**src/rtl/am2940_pkg.sv**
```systemverilog
// Shared opcodes, counter modes and control-register field positions for the
// multi-channel DMA address/word-count generator.
package am2940_pkg;

  localparam logic [2:0] OP_WRCR = 3'b000;
  localparam logic [2:0] OP_RDCR = 3'b001;
  localparam logic [2:0] OP_RDWC = 3'b010;
  localparam logic [2:0] OP_RDAC = 3'b011;
  localparam logic [2:0] OP_REIN = 3'b100;
  localparam logic [2:0] OP_LDAD = 3'b101;
  localparam logic [2:0] OP_LDWC = 3'b110;
  localparam logic [2:0] OP_ARM  = 3'b111;

  localparam logic [1:0] M_DOWN   = 2'b00;
  localparam logic [1:0] M_UP     = 2'b01;
  localparam logic [1:0] M_ADDR   = 2'b10;
  localparam logic [1:0] M_RELOAD = 2'b11;

  localparam int CR_MODE_LO = 0;
  localparam int CR_MODE_HI = 1;
  localparam int CR_DIR     = 2;

endpackage

```
**src/rtl/am2940_channel.sv**
```systemverilog
// One DMA channel: address/word registers and counters, control register and
// armed flag. Instructions and transfer steps never target it in the same cycle.
module am2940_channel
  import am2940_pkg::*;
#(
  parameter int WIDTH = 8
) (
  input  logic             clk,
  input  logic             reset_n,
  input  logic             instr_en,
  input  logic [2:0]       instr,
  input  logic [WIDTH-1:0] di,
  input  logic             step,
  output logic [WIDTH-1:0] ac,
  output logic [WIDTH-1:0] wc,
  output logic [2:0]       cr,
  output logic             armed,
  output logic             terminal,
  output logic             arm_reject
);

  logic [WIDTH-1:0] ar;
  logic [WIDTH-1:0] wr;
  logic [1:0]       mode;
  logic             dir;
  logic             count_down;
  logic [WIDTH-1:0] ac_step;

  assign mode       = cr[CR_MODE_HI:CR_MODE_LO];
  assign dir        = cr[CR_DIR];
  assign count_down = (mode == M_DOWN) || (mode == M_RELOAD);
  assign ac_step    = dir ? (ac - WIDTH'(1)) : (ac + WIDTH'(1));

  always_comb begin
    terminal = 1'b0;
    case (mode)
      M_DOWN, M_RELOAD: terminal = (wc == WIDTH'(1));
      M_UP:             terminal = ((wc + WIDTH'(1)) == wr);
      default:          terminal = (ac == wr);
    endcase
  end

  // An ARM that would start a count-down from zero is refused and reported as done.
  assign arm_reject = instr_en && (instr == OP_ARM) && count_down && (wc == '0);

  always_ff @(posedge clk or negedge reset_n) begin
    if (!reset_n) begin
      ar    <= '0;
      ac    <= '0;
      wr    <= '0;
      wc    <= '0;
      cr    <= '0;
      armed <= 1'b0;
    end else if (instr_en) begin
      case (instr)
        OP_WRCR: cr <= di[2:0];
        OP_REIN: begin
          ac    <= ar;
          wc    <= (mode == M_UP) ? '0 : wr;
          armed <= 1'b0;
        end
        OP_LDAD: begin
          ar <= di;
          ac <= di;
        end
        OP_LDWC: begin
          wr <= di;
          wc <= (mode == M_UP) ? '0 : di;
        end
        OP_ARM:  if (!arm_reject) armed <= 1'b1;
        default: ;
      endcase
    end else if (step) begin
      if (terminal && (mode == M_RELOAD)) begin
        ac <= ar;
        wc <= wr;
      end else begin
        ac <= ac_step;
        case (mode)
          M_DOWN, M_RELOAD: wc <= wc - WIDTH'(1);
          M_UP:             wc <= wc + WIDTH'(1);
          default:          ;
        endcase
      end
      if (terminal && (mode != M_RELOAD)) armed <= 1'b0;
    end
  end

endmodule

```
**src/rtl/am2940_multi_dma.sv**
```systemverilog
// Multi-channel DMA address generator: NCH channels programmed over a shared
// instruction port, served by a round-robin arbiter with registered outputs.
module am2940_multi_dma
  import am2940_pkg::*;
#(
  parameter int WIDTH = 8,
  parameter int NCH   = 4,
  parameter int CHW   = $clog2(NCH)
) (
  input  logic             clk,
  input  logic             reset_n,
  input  logic             instr_valid,
  input  logic [2:0]       instr,
  input  logic [CHW-1:0]   instr_ch,
  input  logic [WIDTH-1:0] di,
  output logic [WIDTH-1:0] dout,
  output logic             dout_valid,
  input  logic [NCH-1:0]   req,
  output logic [NCH-1:0]   gnt,
  output logic [WIDTH-1:0] xfer_addr,
  output logic [CHW-1:0]   xfer_ch,
  output logic [NCH-1:0]   armed,
  output logic [NCH-1:0]   done
);

  logic [NCH-1:0]   tgt;
  logic [NCH-1:0]   elig;
  logic [NCH-1:0]   step;
  logic [NCH-1:0]   terminal;
  logic [NCH-1:0]   arm_reject;
  logic [WIDTH-1:0] ac_arr [NCH];
  logic [WIDTH-1:0] wc_arr [NCH];
  logic [2:0]       cr_arr [NCH];
  logic [CHW-1:0]   ptr;
  logic [CHW-1:0]   ptr_next;
  logic [CHW-1:0]   win;
  logic             found;
  logic             is_read;
  logic [WIDTH-1:0] rd_val;

  for (genvar g = 0; g < NCH; g++) begin : g_ch
    am2940_channel #(.WIDTH(WIDTH)) u_ch (
      .clk       (clk),
      .reset_n   (reset_n),
      .instr_en  (tgt[g]),
      .instr     (instr),
      .di        (di),
      .step      (step[g]),
      .ac        (ac_arr[g]),
      .wc        (wc_arr[g]),
      .cr        (cr_arr[g]),
      .armed     (armed[g]),
      .terminal  (terminal[g]),
      .arm_reject(arm_reject[g])
    );
  end

  always_comb begin
    tgt = '0;
    for (int i = 0; i < NCH; i++) tgt[i] = instr_valid && (int'(instr_ch) == i);
  end

  // Round robin: first search from the pointer upward, then wrap to the low channels.
  always_comb begin
    elig  = req & armed & ~tgt;
    found = 1'b0;
    win   = '0;
    for (int i = 0; i < NCH; i++) begin
      if (!found && elig[i] && (i >= int'(ptr))) begin
        found = 1'b1;
        win   = CHW'(i);
      end
    end
    for (int i = 0; i < NCH; i++) begin
      if (!found && elig[i] && (i < int'(ptr))) begin
        found = 1'b1;
        win   = CHW'(i);
      end
    end
    step = '0;
    if (found) step[win] = 1'b1;
    ptr_next = (win == CHW'(NCH - 1)) ? '0 : (win + CHW'(1));
  end

  always_comb begin
    is_read = instr_valid && ((instr == OP_RDCR) || (instr == OP_RDWC) || (instr == OP_RDAC));
    case (instr)
      OP_RDCR: rd_val = WIDTH'(cr_arr[instr_ch]);
      OP_RDWC: rd_val = wc_arr[instr_ch];
      default: rd_val = ac_arr[instr_ch];
    endcase
  end

  // Output register stage: grant, address, done and readback all appear one cycle after sampling.
  always_ff @(posedge clk or negedge reset_n) begin
    if (!reset_n) begin
      gnt        <= '0;
      done       <= '0;
      xfer_addr  <= '0;
      xfer_ch    <= '0;
      ptr        <= '0;
      dout       <= '0;
      dout_valid <= 1'b0;
    end else begin
      gnt        <= step;
      done       <= (step & terminal) | arm_reject;
      dout_valid <= is_read;
      if (found) begin
        xfer_addr <= ac_arr[win];
        xfer_ch   <= win;
        ptr       <= ptr_next;
      end
      if (is_read) dout <= rd_val;
    end
  end

endmodule

```
**config.mk**
```make
export PLATFORM = sky130hd
export DESIGN_NAME = am2940_multi_dma
export DESIGN_NICKNAME = d
export VERILOG_FILES = /design/src/rtl/am2940_pkg.sv /design/src/rtl/am2940_channel.sv /design/src/rtl/am2940_multi_dma.sv
export SDC_FILE = /design/constraint.sdc
export NUM_CORES = 1
export LEC_CHECK = 0
export BUFFER_PORTS_ARGS = -buffer_cell sky130_fd_sc_hd__buf_2
export CORE_MARGIN = 10
export CORE_UTILIZATION = 30
export CTS_BUF_LIST = sky130_fd_sc_hd__clkbuf_2
export CTS_CLUSTER_SIZE = 25
export DETAILED_ROUTE_END_ITERATION = 16
export GPL_TIMING_DRIVEN = 1
export PLACE_DENSITY = 0.48
export SLEW_MARGIN = 5
export SYNTH_ARGS = -nofsm -noshare
export SYNTH_HDL_FRONTEND = slang
export SYNTH_SLANG_ARGS = --single-unit
```
**constraint.sdc**
```tcl
create_clock -name clk -period 6.2 [get_ports clk]
set_clock_uncertainty 0.05 [all_clocks]
set_input_delay 1.24 -clock clk [delete_from_list [all_inputs] [get_ports clk]]
set_output_delay 1.24 -clock clk [all_outputs]
set_load 0.005 [all_outputs]
```
## Word level (Yosys, flattened, before mapping)

Cells that the tools add are included.

| storage, ports and cells | value |
|---|---|
| flip-flop bits (word level) | 173 |
| bits in latches | 0 |
| memory bits (writable) | 0 |
| bits in read-only memories | 0 |
| input bits | 20 |
| output and inout bits | 31 |
| logic and storage cells | 318 |
| memories | 0 |

| operators by class | value |
|---|---|
| add/subtract/negate cells | 17 |
| multiply operators | 0 |
| divide/modulo/power cells | 0 |
| magnitude comparators | 10 |
| eq/ne operators | 51 |
| shift operators | 0 |
| mux-type cells | 102 |
| bitwise operators | 7 |
| reductions and logical operators | 100 |

Operators with widths:

| operator | count |
|---|---|
| two-way mux 8 bit | 42 |
| case mux 8 bit (2 select lines) | 13 |
| adder 8 x 1 -> 8 bit (second input constant) | 8 |
| equality test 8 bit | 8 |
| subtractor 8 x 1 -> 8 bit (second input constant) | 8 |
| binary-select mux 8 bit (select 2 bit) | 3 |
| inequality test 3 bit (second input constant) | 16 |
| logical AND 1 bit | 38 |
| equality test 8 x 1 -> 1 bit (second input constant) | 4 |
| logical NOT 8 bit | 4 |
| AND reduction 2 bit | 16 |
| two-way mux 1 bit | 25 |
| case mux 1 bit (2 select lines) | 8 |
| AND reduction 4 bit | 4 |
| nonzero test 2 bit | 8 |
| nonzero test 4 bit | 4 |
| equality test 2 bit (second input constant) | 7 |
| bitwise AND 4 bit | 3 |
| equality test 3 bit (second input constant) | 4 |
| two-way mux 2 bit | 6 |
| AND reduction 3 bit | 4 |
| equality test 2 x 1 -> 1 bit (second input constant) | 5 |
| logical NOT 2 bit | 5 |
| inequality test 2 bit (second input constant) | 4 |
| 21 further kinds | 40 |

## Longest topological paths before layout

| logic depth | value |
|---|---|
| depth in word-level cells | 36 |
| depth in mapped cells | 18 |
| mapped depth without buffers | 14 |

## Hierarchy

From an unflattened synthesis, not the netlist that was laid out.

| unflattened totals | value |
|---|---|
| cells, all modules | 1537 |
| area total of the unflattened synthesis | 14076.0 sq um |

Modules (own cells, without submodules):

| module | times used | cells each | area an instance (sq um) | sequential area each (sq um) |
|---|---|---|---|---|
| am2940_channel (g_ch[1].u_ch ...) | 2 | 338 | 2999.1 | 900.9 |
| am2940_channel (g_ch[3].u_ch) | 1 | 336 | 2955.3 | 900.9 |
| am2940_channel (g_ch[0].u_ch) | 1 | 321 | 2926.6 | 900.9 |
| am2940_multi_dma | 1 | 204 | 2195.9 | 725.7 |

## Worst setup path before layout

OpenSTA, ideal clock, no wires.

| timing | value |
|---|---|
| path type | input-to-reg |
| from | input instr_ch[1] |
| to | register g_ch[0].u_ch.wc[2] |
| setup time | 0.125 ns |
| data arrival time | 4.121 ns |
| data required time | 6.025 ns |
| setup slack | 1.904 ns |
| cell stages on the path | 14 |
| cell sequence | clkbuf_1 nand3b_1 nand3_1 a21oi_1 o21ai_0 buf_1 buf_2 ha_1 and2_1 clkbuf_1 nand2_1 a21o_1 nand2_2 mux2_2 |

| on the way | value |
|---|---|
| longest elaborated chain between the ends | 36 |
| elaborated cells between the ends (all ways) | 52 |
| classes of those cells | order compare: 2; eq/ne: 4; mux: 17; bitwise: 2; reduce/logical: 27 |

Ends and longest elaborated chain:

| item | line | RTL |
|---|---|---|
| start: declaration | am2940_multi_dma.sv:14 | `input logic [CHW-1:0] instr_ch,` |
| logical NOT 2 bit | am2940_multi_dma.sv:60 | `for (int i = 0; i < NCH; i++) tgt[i] = instr_valid && (int'(instr_ch) == i);` |
| logical AND 1 bit | am2940_multi_dma.sv:60 |  |
| NOT 4 bit * | am2940_multi_dma.sv:65 | `elig = req & armed & ~tgt;` |
| bitwise AND 4 bit * | am2940_multi_dma.sv:65 |  |
| logical AND 1 bit | am2940_multi_dma.sv:69 | `if (!found && elig[i] && (i >= int'(ptr))) begin` |
| two-way mux 1 bit | am2940_multi_dma.sv:69 |  |
| logical NOT 1 bit | am2940_multi_dma.sv:69 |  |
| logical AND 1 bit (2 in series) | am2940_multi_dma.sv:69 |  |
| (+20 left out) | -- |  |
| less-than comparator 2 x 3 -> 1 bit (implied by the code) / >= comparator 2 x 1 -> 1 bit (equally long branches) | am2940_multi_dma.sv:81 | `if (found) step[win] = 1'b1;` |
| logical AND 1 bit (implied by the code) | am2940_multi_dma.sv:81 |  |
| two-way mux 1 bit (implied by the code) | am2940_multi_dma.sv:81 |  |
| demux 1 bit (select 2 bit) | am2940_multi_dma.sv:81 |  |
| two-way mux 4 bit * | am2940_multi_dma.sv:81 |  |
| named net g_ch[0].u_ch.step | am2940_channel.sv:13 | `input logic step,` |
| nonzero test 2 bit (no source line) * | -- |  |
| AND reduction 3 bit (no source line) * | -- |  |
| end signal: assignment | am2940_channel.sv:76 | `wc <= wr;` |
| end signal: assignment | am2940_channel.sv:80 | `M_DOWN, M_RELOAD: wc <= wc - WIDTH'(1);` |
| end signal: assignment | am2940_channel.sv:81 | `M_UP: wc <= wc + WIDTH'(1);` |
| end: declaration | am2940_channel.sv:15 | `output logic [WIDTH-1:0] wc,` |

Mark *: on every way through the listed nets, which the timed path passes. The rest lies on a longest branch.
A chain may end at the register's enable or synchronous reset.

## Final worst setup path

| timing | value |
|---|---|
| from | register g_ch[1].u_ch.cr[1] |
| to | register g_ch[1].u_ch.wc[5] |

| on the way | value |
|---|---|
| longest elaborated chain between the ends | 7 |
| elaborated cells between the ends (all ways) | 15 |
| classes of those cells | eq/ne: 2; mux: 8; reduce/logical: 5 |

Ends and longest elaborated chain:

| item | line | RTL |
|---|---|---|
| start: declaration | am2940_channel.sv:16 | `output logic [2:0] cr,` |
| start signal: assignment | am2940_channel.sv:56 | `OP_WRCR: cr <= di[2:0];` |
| equality test 2 bit / logical NOT 2 bit (equally long branches) | am2940_channel.sv:36, am2940_channel.sv:74, am2940_channel.sv:79 |  |
| OR reduction 2 bit | am2940_channel.sv:36, am2940_channel.sv:79 |  |
| case mux 1 bit (2 select lines) | am2940_channel.sv:36 | `case (mode)` |
| logical AND 1 bit | am2940_channel.sv:74 | `if (terminal && (mode == M_RELOAD)) begin` |
| two-way mux 8 bit | am2940_channel.sv:74 |  |
| two-way mux 8 bit | am2940_channel.sv:73 | `end else if (step) begin` |
| two-way mux 8 bit | am2940_channel.sv:54 | `end else if (instr_en) begin` |
| end signal: assignment | am2940_channel.sv:59 | `wc <= (mode == M_UP) ? '0 : wr;` |
| end signal: assignment | am2940_channel.sv:76 |  |
| end signal: assignment | am2940_channel.sv:80 |  |
| end: declaration | am2940_channel.sv:15 |  |

Several ways; a longest one is shown, not always the timed one. The select of a mux whose other input is x is not followed.

==> out/results.ini <==
[global_route]
grt_max_degree = 91
grt_pass1_wl_um = 72610
grt_overflow = 0
grt_pass1_vias = 11023
antenna_found_initial = 5
track_usage_pct = 18.23

[drt]
ant_nets = 0
wl_um = 48370
viasPerCell = 5.569
drt-pass1-iter-count = 5
drt_iter0_markers = 961
routed-via-count = 11328
wire_per_inst_um = 23.78
drc = 0

[timing]
fmax_mhz = 224.2
setup_tns_ps = 0
worst_slew_pin_slew_ps = 1055
setup_violations = 0
maxSlewHeadroom_pct = 29.66
finalCriticalPeriod_ps = 4460
final_max_slew_viol_count = 0
rsz0062_at_grt = false
fin_crit_sh_pct = 71.94
hold_viol_final = 0

[yosys]
ys_ff_latch = 173
synth_edf_count = 0
syn-num-nets = 1515
syn-cell-area_sq_um = 12960
synthArstFlopShare_pct = 100.0
yosys_warnings = 0
syn_inst = 1439
synth_area_per_cell_sq_um = 9.006
ys.flop_type = dfrtp_1
seq_area_frac_synth_pct = 33.40
yosysUniqueCellTypes = 81

[clocking]
insertion_delay_ps = 840
clk_path_buf_depth = 2
post_cts_resized = 0
cts.clk_slew.worst_paths_ps = 290
ctsHoldBuffers = 0
cts_buffers = 17
tritoncts = yes
cts.sinks = 173
cts_max_level = 4
post-cts-setup-buffers = 0
root_buffer = clkbuf_2

[place]
hpwl_um = 34270
io_buffers = 50
gp_congestion = 0.9220

[critical_path]
cp-start-kind = register
slowest_stage = o21a_1
worstPathRequired_ps = 6910
cp_max_fo = 24
crit_type = register to register
cp.arrival_ps = 5170
endpoint_kind = register
path_cells = inv_1, ha_1, inv_1, or4_1, nand4_1, nand4_1, nor4b_2, o21a_1, mux2_2, a21oi_1, a21oi_1
max_stage_delay_ps = 900

[layout]
nFillCells = 4507
finalNetCount = 1510
area_delta_synth_final_pct = 7.135
drive_gt1_share_pct = 17.00
post-route-util_pct = 32.38

[floorplanning]
core_sq_um = 42890
die_area_sq_um = 51910
fp.dieW_um = 227.8
pin_count = 51
chipHeight_um = 227.8
initial_core_util_pct = 30.22
row_count = 76

[power]
fin_total_pwr_uw = 5799
ir_drop_mv = 0.1262
p_leak_uw = 0.005947
p_per_area_nw_per_um2 = 417.7

[job]
maxCapViolCount = 0

[outcome]
status = finished, final reports clean

[hold_path]
hp-class = input pin to asynchronous set/reset pin

where the power goes:
group	switching, uW	leakage, uW	internal [uW]	total, uW
clock network	432	0.000138	189	621
logic	1480	0.00367	1380	2870
registers	835	0.00214	1480	2310
total	2750	0.00595	3050	5800
sequential cells by signal, summed over array words and instances, names as in the netlist:
signal / flops
g_ch.u_ch.ac: 32
g_ch.u_ch.ar: 32
g_ch.u_ch.wc: 32
g_ch.u_ch.wr: 32
g_ch.u_ch.cr: 12
dout: 8
xfer_addr: 8
done: 4
g_ch.u_ch.armed: 4
gnt: 4
ptr: 2
xfer_ch: 2
dout_valid: 1
worst paths after layout:
check	cells past startpoint	endpoint	slack [ps]	from
hold reg to reg	2	dout[7]	460	dout[7]
max in group asynchronous	2	g_ch[2].u_ch.ac[1]	4730	reset_n
hold / removal	1	g_ch[1].u_ch.wr[6]	320	reset_n
setup reg to reg	11	g_ch[1].u_ch.wc[5]	1740	g_ch[1].u_ch.cr[1]
min in group clk	2	dout[7]	460	dout[7]
setup / recovery	11	g_ch[1].u_ch.wc[5]	1740	g_ch[1].u_ch.cr[1]
synth_stat cells (5+ instances only):
master	number	area (sq um)
a21o_1	13	97.59
nand3_1	46	230.2
mux4_2	19	427.9
buf_6	5	56.30
buf_2	18	90.09
and3_1	12	75.07
dfrtp_1	173	4329
a21boi_0	5	37.54
mux2_2	104	1171
a31oi_1	18	112.6
a21oi_2	5	43.79
ha_1	52	650.6
nand2b_1	9	56.30
o21a_1	7	52.55
buf_4	9	67.56
o32ai_1	5	43.79
a21oi_1	154	770.7
inv_1	44	165.2
o21ai_0	102	510.5
or3_1	13	81.33
o21ai_1	9	45.04
o22ai_1	9	56.30
o211ai_1	6	45.04
nor2b_1	20	125.1
xnor2_1	47	411.6
nor3_1	27	135.1
nor2_1	66	247.7
nand2_1	161	604.3
nor4_1	10	62.56
o31ai_1	6	45.04
xor2_1	45	394.1
nand4_1	13	81.33
buf_1	10	37.54
and2_1	8	50.05
mux2i_1	56	560.5
o221ai_1	9	78.83
clkbuf_1	50	187.7
kinds of logic (layout without fill, tap and decap cells):
logic type	Yosys count	after routing	share of synthesized area (%)
buf+inv	138	146	4.808
flops	173	173	33.40
other cells	0	2	0
simple gates	414	414	15.45
mux	181	181	16.92
compound gates	385	385	17.56
fa+ha+maj	56	56	5.638
xor+xnor	92	92	6.217
stage by stage:
| step | setup WS, ps | area [sq um] | hold WS [ps] | cells |
|---|---|---|---|---|
| final | 1740 | 13880 | 322.5 | 2034 |
| after floorplan | 1904 | 12960 | 423.3 | 1439 |
| after CTS | 1776 | 13880 | 309.8 | 2032 |
| after detailed placement | 1288 | 13660 | 416.3 | 2000 |
| after global routing | 1485 | 13880 | 334.1 | 2033 |
| after global placement | 1412 | 13660 | 411.8 | 2000 |
area by class of cell:
type	count	area [sq um]	share of cell area, %
tap	585	732.0	5.272
inverter	45	168.9	1.217
multi-input combinational	1128	8011	57.70
antenna	2	5.005	0.03605
clock buffer	21	105.1	0.7570
sequential	173	4329	31.18
timing repair buffer	69	414.1	2.983
clock inverter	11	118.9	0.8561
placed cells by master, fill, tap and decap left out, drive strengths merged, types with 47 or more instances in the layout:
master  instances
dfrtp         173
nand2         162
a21oi         159
o21ai         112
mux2          105
buf            68
nor2           67
mux2i          57
ha             52
xnor2          47
routing by layer:
metal  global-route usage, %  share of wire [%]  vias to the layer above
met5                       0              0.027                        -
li1                        -                  -                     5198
met4                   5.766                2.9                        2
met1                   24.60                 44                     5614
met3                   2.693                5.8                       72
met2                   29.44                 47                      442
worst max-delay path: cells and delay by family, from the launching register on:
kind | cells | cell delay (ps)
buffers and inverters | 2 | 350
multiplexers | 1 | 420
AND/OR/NAND/NOR | 4 | 1260
adder cells (fa/ha/maj) | 1 | 630
flip-flops | 1 | 510
AO/OA/AOI/OAI | 3 | 1160
Note: power is estimated with default switching activity, not from simulation.
